===== config.mk =====
export PLATFORM = sky130hd
export DESIGN_NAME = sha256_block_ctrl
export DESIGN_NICKNAME = d
export VERILOG_FILES = /design/src/rtl/sha256_pkg.sv /design/src/rtl/sha256_k_rom.sv /design/src/rtl/sha256_block_ctrl.sv
export SDC_FILE = /design/constraint.sdc
export NUM_CORES = 2
export LEC_CHECK = 0
export ABC_CLOCK_PERIOD_IN_PS = 30100
export CORE_AREA = 2 2 346 348
export DETAILED_ROUTE_END_ITERATION = 6
export DIE_AREA = 0 0 348 350
export PLACE_DENSITY = 0.68
export SLEW_MARGIN = 25
export SYNTH_ARGS = -nofsm -noshare
export SYNTH_HDL_FRONTEND = slang
export SYNTH_SLANG_ARGS = --single-unit

===== constraint.sdc =====
create_clock -name CLK -period 30.1 [get_ports CLK]
set_input_delay 4.515 -clock CLK [delete_from_list [all_inputs] [get_ports CLK]]
set_output_delay 4.515 -clock CLK [all_outputs]
set_load 0.02 [all_outputs]

===== src/rtl/sha256_pkg.sv =====
// Shared SHA-256 constants, FSM encoding and H accumulate helper.
// Used by the block sequencer and any stage that needs K or the IV.
package sha256_pkg;

    localparam int ROUNDS = 64;
    localparam int WORDS  = 16;

    localparam logic [31:0] H0_IV = 32'h6a09e667;
    localparam logic [31:0] H1_IV = 32'hbb67ae85;
    localparam logic [31:0] H2_IV = 32'h3c6ef372;
    localparam logic [31:0] H3_IV = 32'ha54ff53a;
    localparam logic [31:0] H4_IV = 32'h510e527f;
    localparam logic [31:0] H5_IV = 32'h9b05688c;
    localparam logic [31:0] H6_IV = 32'h1f83d9ab;
    localparam logic [31:0] H7_IV = 32'h5be0cd19;

    localparam logic [255:0] H_IV = {H0_IV, H1_IV, H2_IV, H3_IV,
                                     H4_IV, H5_IV, H6_IV, H7_IV};

    localparam logic [31:0] K [ROUNDS] = '{
        32'h428a2f98, 32'h71374491, 32'hb5c0fbcf, 32'he9b5dba5,
        32'h3956c25b, 32'h59f111f1, 32'h923f82a4, 32'hab1c5ed5,
        32'hd807aa98, 32'h12835b01, 32'h243185be, 32'h550c7dc3,
        32'h72be5d74, 32'h80deb1fe, 32'h9bdc06a7, 32'hc19bf174,
        32'he49b69c1, 32'hefbe4786, 32'h0fc19dc6, 32'h240ca1cc,
        32'h2de92c6f, 32'h4a7484aa, 32'h5cb0a9dc, 32'h76f988da,
        32'h983e5152, 32'ha831c66d, 32'hb00327c8, 32'hbf597fc7,
        32'hc6e00bf3, 32'hd5a79147, 32'h06ca6351, 32'h14292967,
        32'h27b70a85, 32'h2e1b2138, 32'h4d2c6dfc, 32'h53380d13,
        32'h650a7354, 32'h766a0abb, 32'h81c2c92e, 32'h92722c85,
        32'ha2bfe8a1, 32'ha81a664b, 32'hc24b8b70, 32'hc76c51a3,
        32'hd192e819, 32'hd6990624, 32'hf40e3585, 32'h106aa070,
        32'h19a4c116, 32'h1e376c08, 32'h2748774c, 32'h34b0bcb5,
        32'h391c0cb3, 32'h4ed8aa4a, 32'h5b9cca4f, 32'h682e6ff3,
        32'h748f82ee, 32'h78a5636f, 32'h84c87814, 32'h8cc70208,
        32'h90befffa, 32'ha4506ceb, 32'hbef9a3f7, 32'hc67178f2
    };

    typedef enum logic [2:0] {
        IDLE  = 3'd0,
        LOAD  = 3'd1,
        INIT  = 3'd2,
        ROUND = 3'd3,
        ACCUM = 3'd4
    } state_t;

    // Per-word mod-2^32 add: carries stay inside each 32-bit lane.
    function automatic logic [255:0] h_fold(input logic [255:0] h, input logic [255:0] s);
        logic [255:0] r;
        r = '0;
        for (int i = 0; i < 8; i++) begin
            r[i*32 +: 32] = h[i*32 +: 32] + s[i*32 +: 32];
        end
        return r;
    endfunction

endpackage


===== src/rtl/sha256_k_rom.sv =====
// SHA-256 round-constant ROM, purely combinational (zero latency).
import sha256_pkg::*;

module sha256_k_rom (
    input  logic [5:0]  i_addr,
    output logic [31:0] o_k
);

    assign o_k = K[i_addr];

endmodule


===== src/rtl/sha256_block_ctrl.sv =====
// SHA-256 block sequencer: buffers 16 words, drives 64 compressor rounds, folds result into H.
// Digest 67 cycles after word 15; WORD_READY low from INIT through ACCUM.
import sha256_pkg::*;

module sha256_block_ctrl (
    input  logic         CLK,
    input  logic         RESET,
    input  logic [31:0]  WORD_IN,
    input  logic         WORD_VALID,
    output logic         WORD_READY,
    input  logic         FIRST_BLOCK,
    output logic         CMP_INIT,
    output logic         CMP_EN,
    output logic [5:0]   CMP_I,
    output logic [31:0]  CMP_W,
    output logic [31:0]  CMP_K,
    output logic [255:0] H_OUT,
    input  logic [255:0] CMP_STATE,
    output logic [255:0] DIGEST,
    output logic         DIGEST_VALID
);

    state_t       r_state;
    state_t       w_state_nxt;
    logic [3:0]   r_wcnt;
    logic [5:0]   r_rcnt;
    logic [31:0]  r_buf [WORDS];
    logic [255:0] r_h;
    logic         r_word_rdy;
    logic         r_cmp_init;
    logic         r_cmp_en;
    logic         r_dig_vld;

    logic         w_word_rdy_nxt;
    logic         w_cmp_init_nxt;
    logic         w_cmp_en_nxt;
    logic         w_dig_vld_nxt;
    logic         w_acc;
    logic         w_last_word;
    logic [31:0]  w_k;

    assign w_acc       = WORD_VALID && r_word_rdy;
    assign w_last_word = w_acc && (r_wcnt == 4'(WORDS - 1));

    always_ff @(posedge CLK or posedge RESET) begin
        if (RESET) begin
            r_state <= IDLE;
        end else begin
            r_state <= w_state_nxt;
        end
    end

    always_comb begin
        w_state_nxt = r_state;
        case (r_state)
            IDLE:    if (w_acc) w_state_nxt = LOAD;
            LOAD:    if (w_last_word) w_state_nxt = INIT;
            INIT:    w_state_nxt = ROUND;
            ROUND:   if (r_rcnt == 6'(ROUNDS - 1)) w_state_nxt = ACCUM;
            ACCUM:   w_state_nxt = IDLE;
            default: w_state_nxt = IDLE;
        endcase
    end

    // Outputs are decoded from the next state so the registered copies line up with r_state.
    always_comb begin
        w_word_rdy_nxt = (w_state_nxt == IDLE) || (w_state_nxt == LOAD);
        w_cmp_init_nxt = (w_state_nxt == INIT);
        w_cmp_en_nxt   = (w_state_nxt == ROUND);
        w_dig_vld_nxt  = (r_state == ACCUM);
    end

    always_ff @(posedge CLK or posedge RESET) begin
        if (RESET) begin
            r_word_rdy <= 1'b1;
            r_cmp_init <= 1'b0;
            r_cmp_en   <= 1'b0;
            r_dig_vld  <= 1'b0;
        end else begin
            r_word_rdy <= w_word_rdy_nxt;
            r_cmp_init <= w_cmp_init_nxt;
            r_cmp_en   <= w_cmp_en_nxt;
            r_dig_vld  <= w_dig_vld_nxt;
        end
    end

    always_ff @(posedge CLK or posedge RESET) begin
        if (RESET) begin
            r_wcnt <= '0;
            r_rcnt <= '0;
            r_h    <= H_IV;
            for (int i = 0; i < WORDS; i++) begin
                r_buf[i] <= '0;
            end
        end else begin
            if (w_acc) begin
                r_buf[r_wcnt] <= WORD_IN;
                r_wcnt        <= r_wcnt + 4'd1;
            end
            // rcnt wraps to 0 after round 63, so CMP_I idles at 0.
            if (r_state == ROUND) begin
                r_rcnt <= r_rcnt + 6'd1;
            end
            if (w_acc && (r_wcnt == 4'd0) && FIRST_BLOCK) begin
                r_h <= H_IV;
            end else if (r_state == ACCUM) begin
                r_h <= h_fold(r_h, CMP_STATE);
            end
        end
    end

    sha256_k_rom u_k_rom (
        .i_addr (r_rcnt),
        .o_k    (w_k)
    );

    assign WORD_READY   = r_word_rdy;
    assign CMP_INIT     = r_cmp_init;
    assign CMP_EN       = r_cmp_en;
    assign CMP_I        = r_rcnt;
    assign CMP_K        = r_cmp_en ? w_k : 32'd0;
    assign CMP_W        = (r_cmp_en && (r_rcnt < 6'(WORDS))) ? r_buf[r_rcnt[3:0]] : 32'd0;
    assign H_OUT        = r_h;
    assign DIGEST       = r_h;
    assign DIGEST_VALID = r_dig_vld;

endmodule


==> results.toml <==
[status]
outcome = "finished, violations left"
violations = "DRC"

[power]
leakage_nw = 26.4
power_density_nw_per_um2 = 110
clkPwrFrac = 0.170
seqPwrFrac = 0.288
peakVddDrop_v = 0.0000832
internal-power_mw = 3.89
switching_share = 0.428
power_mw = 6.79
p_comb_frac = 0.542
switchingPower_mw = 2.90

[min_path]
holdPathStages = 1
hold_class = "flop to flop"

[logic_synthesis]
syn_area_um2 = 50100
async_reset_ff_frac = 1.00
yosys.cell_types.count = 96
synth-edff-count = 0
yosysSeqAreaShare = 0.396
syn_inst = 4719
synth_fp_nets = 5291
yosysTopAreaCell = "dfrtp_1"
synth_seq_cells = 785
synth_top_flop_cell = "dfrtp_1"
synth_area_leaders = "dfrtp_1, mux2_2, mux4_2"
syn_area_per_cell_um2 = 10.6
synth_top_area_share = 0.324
synth_warnings = 0

[clock_network]
numCtsBuffers = 89
postCtsSetupBuffers = 0
insertion_delay_ps = 720
cts_hold_buf = 0
root_buffer = "clkbuf_16"
cts_sinks = 785
cts_tree = "done"
cts.path.max_buffers = 3
clk_pin_slew_ps = 60
post_cts_resized = 0
h-tree-depth = 3

[drt]
routed_wl_um = 212000
num_vias = 41000
drc = 5
drt_iter0_drc = 4011
postRouteAntennaNets = 0
wl_per_cell_um = 31.0
via_per_inst = 5.98
dr.pass1.iters = 7

[placement]
dp_hpwl_um = 156000
postPlaceCellArea_um2 = 58200
dpl.cell_count = 6649
port_buffers = 877
place_ws_ps = 21400
gp_congestion = 1.05

[floorplan]
core-area_um2 = 118000
die_y_um = 350
start_util = 0.425
ios = 878
num_rows = 126
die_w_um = 348
dieArea_um2 = 122000

[sta]
worst_pin_slew_ps = 1030
max_freq_ghz = 0.105
drv_slew = 0
setup_viol = 0
tns_ps = 0
rsz0062_at_grt = "false"
setup_ws_ps = 20620
period_needed_ps = 9480
skew_ps = 76.9
hold_ws_ps = 499
relSlewSlack = 0.314
hold_viol = 0
period_share = 0.315

[critical_path]
cp-start-kind = "flop"
worstSetupPathType = "flop to output port"
crit_path_max_fanout = 67
crit_chain = "buf_4, buf_4, mux4_2, mux4_2, nor2b_1, clkdlybuf4s50_1"
slowest_stage = "buf_4"
cpPeakStageDelay_ps = 880
arrival_ps = 4970
r2r_cells = 11
cp-end-kind = "output port"
worstPathRequired_ps = 25590

[finish]
layout_common_cells = "clkdlybuf4s50_1, dfrtp_1, mux2_2, nand2_1, a21oi_1"
syn_to_final_growth_pct = 22.8
layout_commonest_cell = "clkdlybuf4s50_1"
design_area_um2 = 61400
utilization = 0.522
drive_gt1_frac = 0.205
stdcell_count = 6843
nets = 5777

[global_routing]
grt_use_total = 0.339
grt_overflow_total = 0
grt_max_degree = 191
grt_pass1_vias = 38800
grt_pass1_wl_um = 296000
antenna_found_initial = 36

[flow_run]
cap_violations = 0
[cells in the mapped netlist, drive strengths merged, types with 37 or more instances]
library cell and count:
a211oi 55, a21o 125, a21oi 401, a31oi 43
buf 350, clkbuf 178, dfrtp 648, dfstp 137
ha 272, inv 63, mux2 515, mux4 164
nand2 429, nand3 74, nor2 207, nor2b 67
nor3 49, o211ai 76, o21ai 256, o21bai 37
xnor2 120, xor2 91
[sequential cells by signal, indices dropped and copies added, names as in the netlist]
signal and count:
r_buf 512, DIGEST 256, DIGEST_VALID 1, CMP_I 6, CMP_EN 1, r_wcnt 4, WORD_READY 1, r_state 3
CMP_INIT 1
[power groups by stage]
stage | logic, mW | clock network, mW | registers, mW
after floorplan | 2.36 | 0 | 1.88
after global placement | 3.58 | 0 | 1.94
after detailed placement | 3.60 | 0 | 1.96
after CTS | 3.62 | 1.17 | 1.94
after global routing | 3.89 | 1.22 | 2.00
final | 3.68 | 1.15 | 1.96
[final timing paths]
| path | startpoint | endpoint | slack (ps) |
|---|---|---|---|
| worst max-delay path | CMP_I[1] | CMP_W[9] | 20620 |
| max in group asynchronous | RESET | r_buf[399] | 22480 |
| worst min-delay path | r_buf[137] | r_buf[137] | 500 |
| worst min register to register | r_buf[137] | r_buf[137] | 500 |
| min in group asynchronous | RESET | DIGEST[139] | 4420 |
| worst max register to register | DIGEST[129] | DIGEST[159] | 26370 |
[kinds of logic (layout without fill, tap and decap cells)]
group | Yosys count | in the layout | share of synthesized area
xor+xnor | 211 | 211 | 0.0369
fa+ha+maj | 280 | 280 | 0.0712
mux | 692 | 692 | 0.192
buf+inv | 591 | 1151 | 0.0638
flops | 785 | 785 | 0.396
compound gates | 1174 | 1174 | 0.150
other cells | 0 | 28 | 0
simple gates | 986 | 986 | 0.0900
[critical path: cells and delay by family, from the launching register on]
kind                   cells  cell delay (ps)
buffers and inverters      3             2270
multiplexers               2              650
flip-flops                 1              800
AND/OR/NAND/NOR            1              430
[cell type report]
type                    instances  area [µm²]
clock buffers                 127        2550
clock inverters                38         566
fillers                     10400       56300
flip-flops and latches        785       19800
well taps                    1536        1920
diodes                         28        70.1
multi-input cells            3343       27100
inverters                      63         250
repair buffers                923        9180
[metal layers]
| metal | up-vias | part of all wire | global-route usage |
|---|---|---|---|
| met5 | - | 0.0026 | 0.0224 |
| met4 | 30 | 0.076 | 0.228 |
| met3 | 453 | 0.10 | 0.118 |
| met2 | 1895 | 0.44 | 0.501 |
| met1 | 20600 | 0.39 | 0.416 |
| li1 | 18000 | - | - |
No activity file was read; power rests on OpenSTA's default activity.
